File: src/rtl/multicycle_ctrl.sv
// Multicycle MIPS control FSM: sequences fetch/decode/execute/memory/writeback,
// drives all datapath enables and selects, and counts retired instructions.
module multicycle_ctrl #(
    parameter int unsigned CNT_W           = 32,
    parameter bit          HALT_ON_ILLEGAL = 1'b1
) (
    input  logic             clk,
    input  logic             reset,
    input  logic [5:0]       op,
    input  logic [5:0]       func,
    input  logic             zero,
    input  logic             mem_ready,
    output logic [3:0]       state,
    output logic             ir_we,
    output logic             pc_we,
    output logic [1:0]       npc_sel,
    output logic             reg_we,
    output logic [1:0]       reg_dst,
    output logic [1:0]       wd_sel,
    output logic             alu_src,
    output logic [2:0]       alu_ctrl,
    output logic             ext_sign,
    output logic             mem_re,
    output logic             mem_we,
    output logic             illegal,
    output logic [CNT_W-1:0] instr_cnt
);

    typedef enum logic [3:0] {
        FETCH    = 4'd0,
        DECODE   = 4'd1,
        EXE_R    = 4'd2,
        EXE_I    = 4'd3,
        WB_ALU   = 4'd4,
        MEM_ADDR = 4'd5,
        MEM_RD   = 4'd6,
        WB_MEM   = 4'd7,
        MEM_WR   = 4'd8,
        BR       = 4'd9,
        JMP      = 4'd10,
        HALT     = 4'd11
    } state_t;

    localparam logic [CNT_W-1:0] CNT_ONE = 1;

    state_t cur, nxt;
    logic   is_r, is_addu, is_subu, is_jr, is_nop;
    logic   is_ori, is_lui, is_lw, is_sw, is_beq, is_j, is_jal;
    logic   retire;

    always_comb begin
        is_r    = (op == 6'b000000);
        is_addu = is_r && (func == 6'b100001);
        is_subu = is_r && (func == 6'b100011);
        is_jr   = is_r && (func == 6'b001000);
        is_nop  = is_r && (func == 6'b000000);
        is_ori  = (op == 6'b001101);
        is_lui  = (op == 6'b001111);
        is_lw   = (op == 6'b100011);
        is_sw   = (op == 6'b101011);
        is_beq  = (op == 6'b000100);
        is_j    = (op == 6'b000010);
        is_jal  = (op == 6'b000011);
    end

    always_comb begin
        nxt = cur;
        case (cur)
            FETCH:    nxt = DECODE;
            DECODE: begin
                if (is_addu || is_subu)          nxt = EXE_R;
                else if (is_ori || is_lui)       nxt = EXE_I;
                else if (is_lw || is_sw)         nxt = MEM_ADDR;
                else if (is_beq)                 nxt = BR;
                else if (is_j || is_jal || is_jr) nxt = JMP;
                else if (is_nop)                 nxt = FETCH;
                else                             nxt = HALT_ON_ILLEGAL ? HALT : FETCH;
            end
            EXE_R, EXE_I:            nxt = WB_ALU;
            WB_ALU, WB_MEM, BR, JMP: nxt = FETCH;
            MEM_ADDR: nxt = is_lw ? MEM_RD : MEM_WR;
            MEM_RD:   nxt = mem_ready ? WB_MEM : MEM_RD;
            MEM_WR:   nxt = mem_ready ? FETCH : MEM_WR;
            HALT:     nxt = HALT;
            default:  nxt = FETCH;
        endcase
    end

    // Any transition into FETCH from another state completes an instruction.
    assign retire = (nxt == FETCH) && (cur != FETCH);

    always_ff @(posedge clk or posedge reset) begin
        if (reset) begin
            cur       <= FETCH;
            instr_cnt <= '0;
        end else begin
            cur <= nxt;
            if (retire) instr_cnt <= instr_cnt + CNT_ONE;
        end
    end

    assign state = cur;

    always_comb begin
        ir_we    = 1'b0;
        pc_we    = 1'b0;
        npc_sel  = 2'b00;
        reg_we   = 1'b0;
        reg_dst  = 2'b00;
        wd_sel   = 2'b00;
        alu_src  = 1'b0;
        alu_ctrl = 3'b000;
        ext_sign = 1'b1;
        mem_re   = 1'b0;
        mem_we   = 1'b0;
        illegal  = 1'b0;
        case (cur)
            FETCH: begin
                ir_we = 1'b1;
                pc_we = 1'b1;
            end
            EXE_R: alu_ctrl = is_subu ? 3'b001 : 3'b000;
            EXE_I: begin
                alu_src  = 1'b1;
                ext_sign = 1'b0;
                alu_ctrl = is_lui ? 3'b011 : 3'b010;
            end
            // ALU inputs stay as in the execute state so the result is stable at write.
            WB_ALU: begin
                reg_we = 1'b1;
                if (is_r) begin
                    reg_dst  = 2'b01;
                    alu_ctrl = is_subu ? 3'b001 : 3'b000;
                end else begin
                    alu_src  = 1'b1;
                    ext_sign = 1'b0;
                    alu_ctrl = is_lui ? 3'b011 : 3'b010;
                end
            end
            MEM_ADDR, MEM_RD, MEM_WR: begin
                alu_src = 1'b1;
                mem_re  = (cur == MEM_RD);
                mem_we  = (cur == MEM_WR);
            end
            WB_MEM: begin
                reg_we = 1'b1;
                wd_sel = 2'b01;
            end
            BR: begin
                alu_ctrl = 3'b001;
                if (zero) begin
                    pc_we   = 1'b1;
                    npc_sel = 2'b01;
                end
            end
            JMP: begin
                pc_we   = 1'b1;
                npc_sel = is_jr ? 2'b11 : 2'b10;
                if (is_jal) begin
                    reg_we  = 1'b1;
                    reg_dst = 2'b10;
                    wd_sel  = 2'b10;
                end
            end
            HALT:    illegal = 1'b1;
            default: ;
        endcase
    end

endmodule

File: config.mk
export PLATFORM = sky130hd
export DESIGN_NAME = multicycle_ctrl
export DESIGN_NICKNAME = d
export VERILOG_FILES = /design/src/rtl/multicycle_ctrl.sv
export SDC_FILE = /design/constraint.sdc
export NUM_CORES = 1
export LEC_CHECK = 0
export ABC_CLOCK_PERIOD_IN_PS = 3050
export CORE_ASPECT_RATIO = 1.5
export CORE_UTILIZATION = 47
export DETAILED_ROUTE_END_ITERATION = 10
export PLACE_DENSITY = 0.83
export RECOVER_POWER = 100
export SYNTH_ARGS = -nofsm -noshare
export SYNTH_HDL_FRONTEND = slang
export SYNTH_SLANG_ARGS = --single-unit
export TNS_END_PERCENT = 50
File: constraint.sdc
create_clock -name clk -period 3.05 [get_ports clk]
set_clock_uncertainty 0.15 [all_clocks]
set_input_delay 0.61 -clock clk [delete_from_list [all_inputs] [get_ports clk]]
set_output_delay 0.61 -clock clk [all_outputs]
set_load 0.005 [all_outputs]
Word level (Yosys, flattened, before mapping)
Cells that the tools add are included.
{"block": "totals", "reg_bits": 36, "wordCells": 77, "in_bits": 16}
{"block": "classes", "n_mux": 33, "add_sub_neg": 1, "n_eq_ne": 21, "reduce_logical": 20}
{"operator": "$add 32x1->32 const B", "count": 1}
{"operator": "$mux 4", "count": 8}
{"operator": "$pmux 4 s7", "count": 1}
{"operator": "$eq 6x6->1 const B", "count": 4}
{"operator": "$eq 6x4->1 const B", "count": 3}
{"operator": "$eq 4x3->1 const B", "count": 4}
{"operator": "$eq 4x4->1 const B", "count": 4}
{"operator": "$mux 1", "count": 14}
{"operator": "$eq 6x2->1 const B", "count": 2}
{"operator": "$logic_not 6->1", "count": 2}
{"operator": "$pmux 2 s2", "count": 3}
{"operator": "$eq 4x2->1 const B", "count": 2}
{"operator": "$logic_not 4->1", "count": 2}
{"operator": "$pmux 1 s2", "count": 4}
{"operator": "$pmux 2 s4", "count": 1}
{"operator": "$eq 6x3->1 const B", "count": 1}
{"operator": "$reduce_or 2->1", "count": 3}
{"operator": "$logic_and 1x1->1", "count": 5}
{"operator": "$logic_or 1x1->1", "count": 5}
{"operator": "$eq 4x1->1 const B", "count": 1}
{"operator": "$mux 2", "count": 2}
{"operator": "$reduce_bool 4->1", "count": 1}
{"operator": "$reduce_or 4->1", "count": 1}
{"operator": "$reduce_or 3->1", "count": 1}

Longest topological paths before layout
{"block": "depth", "depth_word": 11, "depth_mapped": 8}

Worst setup path after synthesis
OpenSTA, ideal clock, no wires.
{"block": "synth_timing", "path_type": "in2reg", "from": "in op[3]", "to": "reg instr_cnt[11]", "path_buffers": 1, "path_slack_ns": 0.638, "cell_stages": 7, "t_arrival_ns": 2.183, "required_time_ns": 2.821, "cell_sequence": "nor4_4 -> nand2_2 -> o311ai_4 -> o2111ai_2 -> buf_6 -> nor4_2 -> xor2_1"}
{"block": "synth_via", "elab_chain_len": 11, "word_cells_on_any_way": 27, "cone_classes": "7 x eq/ne; 8 x mux; 12 x reduce/logical"}
{"item": "start: declaration", "line_no": "9", "source": "input logic [5:0] op,"}
{"item": "$logic_not 6->1, or another cell as far along", "line_no": "52", "source": "is_r = (op == 6'b000000);"}
{"item": "$logic_and 1x1->1, or another cell as far along", "line_no": "56", "source": "is_nop = is_r && (func == 6'b000000);"}
{"item": "$mux 4 / $logic_or 1x1->1 (equally long branches)", "line_no": "76, 75"}
{"item": "$mux 4", "line_no": "75", "source": "else if (is_j || is_jal || is_jr) nxt = JMP;"}
{"item": "$mux 4", "line_no": "74", "source": "else if (is_beq) nxt = BR;"}
{"item": "$mux 4", "line_no": "73", "source": "else if (is_lw || is_sw) nxt = MEM_ADDR;"}
{"item": "$mux 4", "line_no": "72", "source": "else if (is_ori || is_lui) nxt = EXE_I;"}
{"item": "$mux 4", "line_no": "71", "source": "if (is_addu || is_subu) nxt = EXE_R;"}
{"item": "$pmux 4 s7 (*)", "line_no": "68", "source": "case (cur)"}
{"item": "$logic_not 4->1 (*)", "line_no": "90", "source": "assign retire = (nxt == FETCH) && (cur != FETCH);"}
{"item": "$logic_and 1x1->1 (*)", "line_no": "90"}
{"item": "end signal: assignment", "line_no": "98", "source": "if (retire) instr_cnt <= instr_cnt + CNT_ONE;"}
{"item": "end: declaration", "line_no": "26", "source": "output logic [CNT_W-1:0] instr_cnt"}
Mark *: on every way between the ends. The rest lies on a longest branch, timed or not.
A chain may end at the register's enable or synchronous reset.

Worst setup path in the final report
{"block": "layout_timing", "from": "in op[4]", "to": "out alu_ctrl[1]"}
{"block": "layout_via", "elab_chain_len": 3}
{"item": "$logic_not 6->1", "line_no": "52"}
{"item": "$mux 2", "line_no": "131", "source": "if (is_r) begin"}
{"item": "$pmux 2 s4", "line_no": "117", "source": "case (cur)"}
{"item": "end: declaration", "line_no": "21", "source": "output logic [2:0] alu_ctrl,"}
No other way between the ends.

==> flow_summary.rst <==
.. list-table::
   :header-rows: 1

   * - Metric
     - Value
   * - Max Cap Violations
     - 1
   * - Vias in the first global route
     - ~2100
   * - Top achievable clock speed
     - ~0.33 GHz
   * - Dpl cells
     - 393
   * - Crit path buf inv count
     - 4
   * - Post-synthesis net count
     - 270
   * - Number of antenna cells inserted
     - 0
   * - Horizontal die dimension
     - 58.65 um
   * - Sequential area share after synthesis
     - roughly 40%
   * - Area share of the leading cell type in the synthesized netlist
     - roughly two fifths
   * - Cell at the slowest stage of the critical path
     - sky130_fd_sc_hd__clkdlybuf4s50_1
   * - Final instance area
     - around 0.0032 mm^2
   * - Number of register bits inferred by synthesis
     - 36
   * - Hold buffers post-CTS
     - 0
   * - Number of hold-slack violations in the final timing report
     - 0
   * - Post-Syn Area
     - ~0.0023 mm^2
   * - Via count
     - approximately 2200
   * - Final global-route overflow total
     - 0
   * - Area added between synthesis and finish
     - 40.87%
   * - Cell accounting for the most synthesized area
     - sky130_fd_sc_hd__dfrtp_1
   * - Final net count
     - ~360
   * - Data arrival time at the worst-slack endpoint
     - between 2000 and 2500 ps
   * - Setup crit start kind
     - input pin
   * - Result of the run
     - complete, but fails checks
   * - Actual transition at the worst max-transition pin
     - 1870 ps
   * - Worst slew margin
     - -24.66%
   * - Critical path cell sequence
     - dlygate4sd2_1, nor4_4, buf_4, a21oi_1, a21oi_1, nor2_2, buf_4, clkdlybuf4s50_1
   * - Core Region
     - about 0.0046 mm^2
   * - Final ANT Viol Nets
     - 0
   * - Main flop type after synthesis
     - sky130_fd_sc_hd__dfrtp_1
   * - Gate count of the mapped netlist
     - between 200 and 300
   * - Leakage power figure
     - around 1.6 nW
   * - HP Class
     - flop to flop
   * - I/O pin count
     - 69
   * - Hold depth
     - 1
   * - Clock root buffer master
     - sky130_fd_sc_hd__clkbuf_8
   * - Type of destination of the critical path
     - primary output
   * - Part of the cycle the worst path needs
     - 99.09%
   * - Fraction of layout instances using a drive strength above 1
     - 12.72%
   * - Filler cell count
     - 380
   * - Initial antenna violation count
     - 0
   * - Cell count along the critical path
     - 8
   * - Post-detailed-placement cell area
     - 0.003128 mm^2
   * - R2R cell count
     - 7
   * - H-tree levels
     - 2
   * - Fraction of registers with async set/reset
     - 100.0%
   * - Clock latency on the worst-skew pair
     - ~290 ps
   * - Final HPWL DP
     - approximately 4300 um
   * - CTS tree
     - done
   * - CTS clk-pin slew, worst paths
     - ~70 ps
   * - Global placement routability congestion
     - just under 0.9
   * - Largest driver fanout on the critical path
     - 4
   * - DRC violation count after routing
     - 0
   * - Post-synth cell types
     - 49
   * - Largest net degree at the start of global routing
     - 37
   * - Drt wl/cell
     - around 14 um
   * - Number of port buffers
     - 67
   * - Floorplan die area
     - between 0.005 and 0.006 mm^2
   * - Iteration count of the initial detailed-routing pass
     - 4
   * - Final setup violation count
     - 0
   * - Highest cell delay on the worst timing path
     - roughly 440 ps
   * - Critical Setup Path Class
     - input pin to primary output
   * - Total Routing Usage GR
     - approximately a quarter
   * - Avg Vias per Cell
     - approximately 5.4
   * - Highest-count cells in the layout ignoring fill and taps
     - sky130_fd_sc_hd__dlygate4sd3_1 (40), sky130_fd_sc_hd__dfrtp_1 (36), sky130_fd_sc_hd__nor2_1 (28)
   * - Synthesized area per cell
     - approximately 8.9 um^2
   * - Starting density of the core
     - just under 50%
   * - Final cell count without fillers
     - 402
   * - Synth area leaders
     - sky130_fd_sc_hd__dfrtp_1 (40%), sky130_fd_sc_hd__xor2_1 (9.7%), sky130_fd_sc_hd__nor4_2 (5.5%), sky130_fd_sc_hd__nor2_1 (5.0%), sky130_fd_sc_hd__nor3_1 (4.4%)
   * - Number of enable flip-flop cells after synthesis
     - 0
   * - Commonest non-fill, non-tap cell in the layout
     - sky130_fd_sc_hd__dlygate4sd3_1
   * - Initial detailed-routing violation count
     - 79
   * - Number of buffers inserted during clock tree synthesis
     - 5
   * - First-pass GRT wire length
     - about 9600 um
   * - Cell family with most CP delay
     - buffers and inverters
   * - Cell area power density
     - 637.7 mW/mm^2
   * - Die span in y
     - ~87 um
   * - Count of pins over their slew limit
     - 37
   * - Failing checks
     - capacitance limit, slew limit
   * - Req. time, crit path
     - around 2300 ps
   * - Post-route minimum period
     - approximately 3000 ps
   * - Setup repair after global routing missed its margin
     - true
   * - Total Wirelength
     - around 5700 um
   * - Buffer depth of the longest clock path
     - 2
   * - TritonCTS Sinks
     - 36
   * - Max VDD drop
     - between 500 and 600 uV
   * - Synthesis Warnings
     - 0
   * - Fraction of the core area covered by cells at the end of the flow
     - 69.59%
   * - Floorplan row count
     - 30
kinds of logic after synthesis:
logic type	after synthesis	synth area share [%]
flip-flops	36	39.82
AO/OA/AOI/OAI	24	8.132
AND/OR/NAND/NOR	135	33.74
other	1	0.1658
buffers and inverters	22	4.259
XOR/XNOR	32	12.39
multiplexers	2	0.9402
adder cells (fa/ha/maj)	1	0.5530
routing by layer:
metal | global-route usage (%) | part of all wire, %
met1 | 27.13 | 40
met2 | 44.10 | 53
met3 | 4.160 | 4.6
met4 | 10.39 | 2.1
met5 | 0 | 0
cells in the mapped netlist (2+ instances only):
master,count
sky130_fd_sc_hd__or2_2,3
sky130_fd_sc_hd__nor4_2,10
sky130_fd_sc_hd__xnor2_1,7
sky130_fd_sc_hd__nand4_1,8
sky130_fd_sc_hd__clkbuf_1,8
sky130_fd_sc_hd__and2_1,3
sky130_fd_sc_hd__nand3_1,17
sky130_fd_sc_hd__nor2_1,30
sky130_fd_sc_hd__dfrtp_1,36
sky130_fd_sc_hd__inv_1,9
sky130_fd_sc_hd__a21oi_1,8
sky130_fd_sc_hd__buf_2,2
sky130_fd_sc_hd__nand2b_1,4
sky130_fd_sc_hd__and3_1,3
sky130_fd_sc_hd__nand2_1,24
sky130_fd_sc_hd__o21ai_0,4
sky130_fd_sc_hd__nor4b_1,2
sky130_fd_sc_hd__xor2_1,25
sky130_fd_sc_hd__nor3_1,20
metrics by stage:
stage	setup TNS (ps)	total power, mW	worst slack [ps]	hold slack (ps)
2_1_floorplan	0	1.257	638.3	314.7
3_3_place_gp	-687.8	1.696	-172.6	306.4
3_5_place_dp	-1147	1.716	-242.8	328.4
4_1_cts	-77.49	2.085	-41.43	342.0
5_1_grt	-65.32	2.164	-41.57	355.3
6_report	0	2.032	27.84	333.4
power by group:
part | total, mW | internal [mW] | leakage [nW] | switching (mW)
Combinational | 1.01 | 0.505 | 1.04 | 0.505
Clock | 0.370 | 0.201 | 0.0503 | 0.169
Sequential | 0.652 | 0.544 | 0.464 | 0.108
path summary, 6_finish.rpt:
check / from / to / slack, ps
worst max-delay path: op[4] / alu_ctrl[1] / 30
worst min-delay path: instr_cnt[23] / instr_cnt[23] / 330
worst max register to register: state[1] / instr_cnt[1] / 380
worst min register to register: instr_cnt[23] / instr_cnt[23] / 330
max in group asynchronous: reset / instr_cnt[28] / 530
min in group asynchronous: reset / instr_cnt[14] / 1150
timing repair:
action	in CTS	in global routing
setup buffers	1	1
endpoints found under the setup margin	8	6
pin swaps	3	2
resized for setup	5	7
flip-flops by register name (all words and copies together), names as in the netlist:
| register | flops |
|---|---|
| instr_cnt | 32 |
| state | 4 |
layout make-up:
type	count	area, um^2	area share (%)
Multi-Input combinational cell	195	1216	38.16
Sequential cell	36	900.9	28.27
Timing Repair Buffer	91	859.6	26.97
Clock buffer	7	96.34	3.023
Tap cell	64	80.08	2.513
Inverter	9	33.78	1.060
(Power assumes the default switching activity.)
